<file path="config.mk">
export PLATFORM = sky130hd
export DESIGN_NAME = operand_fetch
export DESIGN_NICKNAME = d
export VERILOG_FILES = /design/src/rtl/mznm_pkg.sv /design/src/rtl/of_scoreboard.sv /design/src/rtl/operand_fetch.sv
export SDC_FILE = /design/constraint.sdc
export NUM_CORES = 1
export LEC_CHECK = 0
export CAP_MARGIN = 10
export CORE_ASPECT_RATIO = 1.25
export CORE_MARGIN = 3
export CORE_UTILIZATION = 46
export DETAILED_ROUTE_END_ITERATION = 7
export GPL_ROUTABILITY_DRIVEN = 0
export PLACE_DENSITY = 0.86
export SLEW_MARGIN = 5
export SYNTH_ARGS = -nofsm -noshare
export SYNTH_HDL_FRONTEND = slang
export SYNTH_SLANG_ARGS = --single-unit
</file>
<file path="constraint.sdc">
create_clock -name clk -period 4.23 [get_ports clk]
set_clock_uncertainty 0.05 [all_clocks]
set_input_delay 0.423 -clock clk [delete_from_list [all_inputs] [get_ports clk]]
set_output_delay 0.423 -clock clk [all_outputs]
set_load 0.05 [all_outputs]
</file>
<file path="src/rtl/mznm_pkg.sv">
// Shared widths and opcode constants for the 16-bit core pipeline.
package mznm_pkg;
  localparam int DATA_W     = 16;
  localparam int REG_ADDR_W = 3;
  localparam int NREGS      = 2 ** REG_ADDR_W;
  localparam int OP_W       = 5;

  typedef enum logic [OP_W-1:0] {
    OP_NOP = 5'd0,
    OP_ADD = 5'd1,
    OP_SUB = 5'd2,
    OP_AND = 5'd3,
    OP_OR  = 5'd4,
    OP_XOR = 5'd5,
    OP_LDI = 5'd6,
    OP_MOV = 5'd7
  } opcode_e;
endpackage

</file>
<file path="src/rtl/of_scoreboard.sv">
// Per-register busy bits: one bit per architectural register with a pending write.
module of_scoreboard
  import mznm_pkg::*;
(
  input  logic                  clk,
  input  logic                  rst,
  input  logic                  i_clr_en,
  input  logic [REG_ADDR_W-1:0] i_clr_addr,
  input  logic                  i_kill_en,
  input  logic [REG_ADDR_W-1:0] i_kill_addr,
  input  logic                  i_set_en,
  input  logic [REG_ADDR_W-1:0] i_set_addr,
  input  logic [REG_ADDR_W-1:0] i_look_src1,
  input  logic [REG_ADDR_W-1:0] i_look_src2,
  input  logic [REG_ADDR_W-1:0] i_look_dst,
  output logic                  o_busy_src1,
  output logic                  o_busy_src2,
  output logic                  o_busy_dst,
  output logic [NREGS-1:0]      o_busy
);
  logic [NREGS-1:0] r_busy;
  logic [NREGS-1:0] w_busy_next;

  // Clears first, set last, so a new writer claiming a register wins.
  always_comb begin
    w_busy_next = r_busy;
    if (i_clr_en)  w_busy_next[i_clr_addr]  = 1'b0;
    if (i_kill_en) w_busy_next[i_kill_addr] = 1'b0;
    if (i_set_en)  w_busy_next[i_set_addr]  = 1'b1;
  end

  always_ff @(posedge clk) begin
    if (rst) r_busy <= '0;
    else     r_busy <= w_busy_next;
  end

  assign o_busy_src1 = r_busy[i_look_src1];
  assign o_busy_src2 = r_busy[i_look_src2];
  assign o_busy_dst  = r_busy[i_look_dst];
  assign o_busy      = r_busy;
endmodule

</file>
<file path="src/rtl/operand_fetch.sv">
// Decode->execute stage: operand gather with writeback bypass, scoreboard hazard stall,
// and a single registered payload slot. Handshake: a beat transfers when valid && ready.
module operand_fetch
  import mznm_pkg::*;
(
  input  logic                  clk,
  input  logic                  rst,
  input  logic                  in_valid,
  output logic                  in_ready,
  input  logic [OP_W-1:0]       in_op,
  input  logic [REG_ADDR_W-1:0] in_src1,
  input  logic [REG_ADDR_W-1:0] in_src2,
  input  logic                  in_use1,
  input  logic                  in_use2,
  input  logic [REG_ADDR_W-1:0] in_dst,
  input  logic                  in_wen,
  input  logic [DATA_W-1:0]     in_imm,
  output logic [REG_ADDR_W-1:0] rf_raddr1,
  output logic [REG_ADDR_W-1:0] rf_raddr2,
  input  logic [DATA_W-1:0]     rf_rdata1,
  input  logic [DATA_W-1:0]     rf_rdata2,
  input  logic                  wb_en,
  input  logic [REG_ADDR_W-1:0] wb_addr,
  input  logic [DATA_W-1:0]     wb_data,
  input  logic                  flush,
  output logic                  out_valid,
  input  logic                  out_ready,
  output logic [OP_W-1:0]       out_op,
  output logic [DATA_W-1:0]     out_a,
  output logic [DATA_W-1:0]     out_b,
  output logic [DATA_W-1:0]     out_imm,
  output logic [REG_ADDR_W-1:0] out_dst,
  output logic                  out_wen,
  output logic [NREGS-1:0]      dbg_busy
);
  logic                  r_valid;
  logic [OP_W-1:0]       r_op;
  logic [DATA_W-1:0]     r_a, r_b, r_imm;
  logic [REG_ADDR_W-1:0] r_dst;
  logic                  r_wen;

  logic w_hit1, w_hit2, w_hitd;
  logic w_busy1, w_busy2, w_busyd;
  logic w_raw, w_waw, w_space, w_accept;
  logic [DATA_W-1:0] w_opa, w_opb;

  assign rf_raddr1 = in_src1;
  assign rf_raddr2 = in_src2;

  assign w_hit1 = wb_en && (wb_addr == in_src1);
  assign w_hit2 = wb_en && (wb_addr == in_src2);
  assign w_hitd = wb_en && (wb_addr == in_dst);

  // A register being written back this cycle is already resolved: bypass it, do not stall.
  assign w_opa = w_hit1 ? wb_data : rf_rdata1;
  assign w_opb = w_hit2 ? wb_data : rf_rdata2;

  assign w_raw    = (in_use1 && w_busy1 && !w_hit1) || (in_use2 && w_busy2 && !w_hit2);
  assign w_waw    = in_wen && w_busyd && !w_hitd;
  assign w_space  = !r_valid || out_ready;
  assign in_ready = w_space && !w_raw && !w_waw && !flush;
  assign w_accept = in_valid && in_ready;

  of_scoreboard u_sb (
    .clk         (clk),
    .rst         (rst),
    .i_clr_en    (wb_en),
    .i_clr_addr  (wb_addr),
    .i_kill_en   (flush && r_valid && r_wen),
    .i_kill_addr (r_dst),
    .i_set_en    (w_accept && in_wen),
    .i_set_addr  (in_dst),
    .i_look_src1 (in_src1),
    .i_look_src2 (in_src2),
    .i_look_dst  (in_dst),
    .o_busy_src1 (w_busy1),
    .o_busy_src2 (w_busy2),
    .o_busy_dst  (w_busyd),
    .o_busy      (dbg_busy)
  );

  always_ff @(posedge clk) begin
    if (rst) begin
      r_valid <= 1'b0;
      r_op    <= '0;
      r_a     <= '0;
      r_b     <= '0;
      r_imm   <= '0;
      r_dst   <= '0;
      r_wen   <= 1'b0;
    end else if (flush) begin
      r_valid <= 1'b0;
    end else if (w_accept) begin
      r_valid <= 1'b1;
      r_op    <= in_op;
      r_a     <= w_opa;
      r_b     <= w_opb;
      r_imm   <= in_imm;
      r_dst   <= in_dst;
      r_wen   <= in_wen;
    end else if (out_ready) begin
      r_valid <= 1'b0;
    end
  end

  assign out_valid = r_valid;
  assign out_op    = r_op;
  assign out_a     = r_a;
  assign out_b     = r_b;
  assign out_imm   = r_imm;
  assign out_dst   = r_dst;
  assign out_wen   = r_wen;
endmodule

</file>
==> key figures <==
Outcome
  – Outcome: completed

Critical path
  – Reg-to-Reg Start: u_sb.o_busy[1]$_SDFF_PP0_
  – Critical Path RT: 3.76 ns
  – Reg2reg end: out_op[2]$_SDFFE_PP0P_
  – CP peak stage delay: 0.68 ns
  – CP Launch Type: input port
  – Critical path data arrival time: 2.95 ns
  – Reg2Reg Setup Slack: 1.88 ns
  – WS Path Type: input port to primary output
  – CP Cell Sequence: clkdlybuf4s50_1, xnor2_1, nand4_2, and4_4, nor4b_1, buf_12
  – Worst Setup End Kind: primary output
  – Crit Path Max Fanout: 17
  – CP max-delay cell: clkdlybuf4s50_1
  – R2r worst-path depth: 5

CTS
  – CTS tree: yes
  – Worst-skew pair later-pin latency: 0.34 ns
  – Root Buffer Master: clkbuf_8
  – # hold bufs at CTS: 0
  – CTS clock-pin slew for the worst setup and hold paths: 0.08 ns
  – Max clock buf depth: 2
  – # Post-CTS Setup Buffers: 0
  – Total CTS buffers: 9
  – Htree depth: 3
  – Clk sinks: 66
  – Number of gates resized after CTS: 0

Power and ir drop
  – Clock power share: 36.8%
  – Pleak: 2.20 nW
  – P_sw: 0.000520 W
  – Max rail drop VDD: 0.000234 V
  – Switching part of the total: 29.3%
  – Combinational share of power: 25.4%
  – Internal: 0.00125 W
  – Pwr dens: 324 nW/um^2
  – Sequential share of power: 37.8%

Place
  – Placed Instances: 620
  – Port Buf Inserts: 162
  – Dpl hpwl: 7680 um

Timing
  – Final Max Tran Viols: 0
  – Hold Fails Final Rpt: 0
  – Post-route setup TNS: 0 ns
  – Worst slew pin tran: 0.813 ns
  – # setup viols final: 0
  – Final min period: 3.43 ns
  – Post-route clock period utilization: 81.0%
  – RSZ-0062 raised after global routing: false
  – Peak Freq: 0.292 GHz
  – Rel. slew slack: 45.8%

Synth
  – Synth Area in Simple Gates: 19.3%
  – Async set or reset register ratio after synthesis: 0%
  – Cell area after synthesis: 3670 um^2
  – Synth area leaders: dfxtp_1, mux2i_1, nand2_1, mux2_2, xnor2_1
  – Most numerous cell in the Yosys netlist: nand2_1
  – Post-synthesis mux area share: 28.8%
  – Synth Area in XOR/XNOR: 2.15%
  – Avg Cell Area, Syn: 9.21 um^2
  – Commonest cells in the netlist: nand2_1, dfxtp_1, mux2i_1
  – Yosys top cell by area: dfxtp_1
  – Register area share after synthesis: 36.0%
  – #FFs+latches synth: 66
  – Post-synthesis compound-gate area fraction: 6.33%
  – Number of synthesized flops with an enable pin: 0
  – Most used flip-flop cell after synthesis: dfxtp_1
  – Synth unique cells: 42
  – Adder-cell share of the synthesized area: 0%
  – Top-area cell type share of the netlist area: 36.0%
  – Total of warnings raised by yosys: 0
  – Synthesized Nets: 489
  – Largest family of logic cells by synthesized area: multiplexers
  – Synthesized instance count: 399

GRT
  – First-pass GRT wire length: 16600 um
  – Initial antenna violation count: 0
  – Total gr overflow: 0
  – Gr usage total: 22.9%
  – Vias in the first global route: 3474
  – Largest net degree at the start of global routing: 55

Finish
  – Ant. Diodes: 0
  – Share of layout cells above drive strength 1: 12.5%
  – Non-filler cells, final: 636
  – Fillers: 572
  – Nets: 629
  – Register area: 1320 um^2
  – P&R area growth vs syn: 48.8%
  – Multi-input gate area: 2100 um^2

Die
  – Core area: 7580 um^2
  – Row Count: 35
  – Die height: 106 um
  – IO Pins: 163
  – Starting Density: 48.5%
  – Die Footprint: 9100 um^2
  – Die width: 85.9 um

Worst hold path
  – Worst Hold Class: register to register
  – Hold wc startpoint: out_a[7]$_SDFFE_PP0P_
  – Hold path endpoint: out_a[7]$_SDFFE_PP0P_
  – Cell depth of the worst hold path: 2

Detailed routing
  – Routed vias/inst: 5.37
  – Routed len/inst: 16.1 um
  – Total Wirelength: 10200 um
  – Drt pass-1 iters: 5
  – Post-route ant nets: 0
  – DR vias: 3415
  – DRC: 0
  – Iter 0 DRT Violations: 109

Run
  – Max-cap violation count: 0
==> area by class of cell <==
| type | instances | share of cell area, % |
|---|---|---|
| Clock inverter | 7 | 2.27 |
| Tap cell | 92 | 2.11 |
| Timing Repair Buffer | 167 | 30.5 |
| Multi-Input combinational cell | 291 | 38.4 |
| Inverter | 4 | 0.297 |
| Clock buffer | 9 | 2.27 |
| Sequential cell | 66 | 24.2 |
==> kinds of logic (layout without fill, tap and decap cells) <==
kind of cell | Yosys count | count (layout)
compound gates | 23 | 23
flops | 66 | 66
mux | 101 | 101
xor+xnor | 9 | 9
buf+inv | 42 | 187
simple gates | 158 | 158
==> critical path, delay by kind of cell <==
| kind | cells | cell delay (ns) |
|---|---|---|
| buffers and inverters | 2 | 0.89 |
| xor gates and xnor gates | 1 | 0.18 |
| and+or+nand+nor | 3 | 1.45 |
==> through the flow <==
stage          area, um^2  power, W  util (%)  hold WS [ns]  setup WS (ns)
5_1_grt              5470   0.00184      72.2         0.425          0.645
3_5_place_dp         5220   0.00113      68.9         0.402          0.703
2_1_floorplan        3670  0.000962         -         0.438          0.794
4_1_cts              5470   0.00178      72.2         0.411          0.797
6_report             5470   0.00177      72.2         0.411          0.805
3_3_place_gp         5220   0.00113      68.9         0.391          0.819
==> layer usage <==
metal	global-route usage, %	vias up	wire, um
met5	0	-	0
met4	8.82	0	215
met3	8.60	20	1030
met2	39.2	155	5190
met1	25.2	1585	3800
li1	-	1655	-
==> how the worst max path moves through the flow <==
stage,from,end,slack [ns],cells past startpoint
2_1_floorplan,in_src2[1],in_ready,0.79,6
6_report,wb_addr[1],in_ready,0.80,6
3_3_place_gp,wb_addr[1],out_op[0]$_SDFFE_PP0P_,0.82,6
3_5_place_dp,wb_addr[1],out_op[2]$_SDFFE_PP0P_,0.70,6
5_1_grt,wb_addr[1],in_ready,0.65,6
4_1_cts,wb_addr[1],in_ready,0.80,6
==> cells in the final DEF (no fill, tap or decap), types with 4 or more instances in the layout <==
master           synthesis  layout
nand4_1                  6       6
clkbuf_8                 0       9
mux2i_1                 65      65
mux2_2                  35      35
nand2_1                119     119
dfxtp_1                 66      66
clkdlybuf4s50_1          0     161
buf_4                    7       5
nand2b_1                 6       6
xnor2_1                  9       9
nand3_1                  4       4
nor2b_1                  7       7
==> power groups by stage <==
stage          combinational, W  clock, W  sequential (W)
2_1_floorplan          0.000178         0        0.000784
3_3_place_gp           0.000443         0        0.000682
3_5_place_dp           0.000449         0        0.000683
4_1_cts                0.000452  0.000664        0.000669
5_1_grt                0.000477  0.000693        0.000673
6_report               0.000449  0.000652        0.000669
==> flip-flops by register name, summed over array words and instances, names as in the netlist <==
signal       cells
u_sb.o_busy      8
out_wen          1
out_op           5
out_valid        1
out_b           16
out_a           16
out_imm         16
out_dst          3
Note: power is estimated with default switching activity, not from simulation.
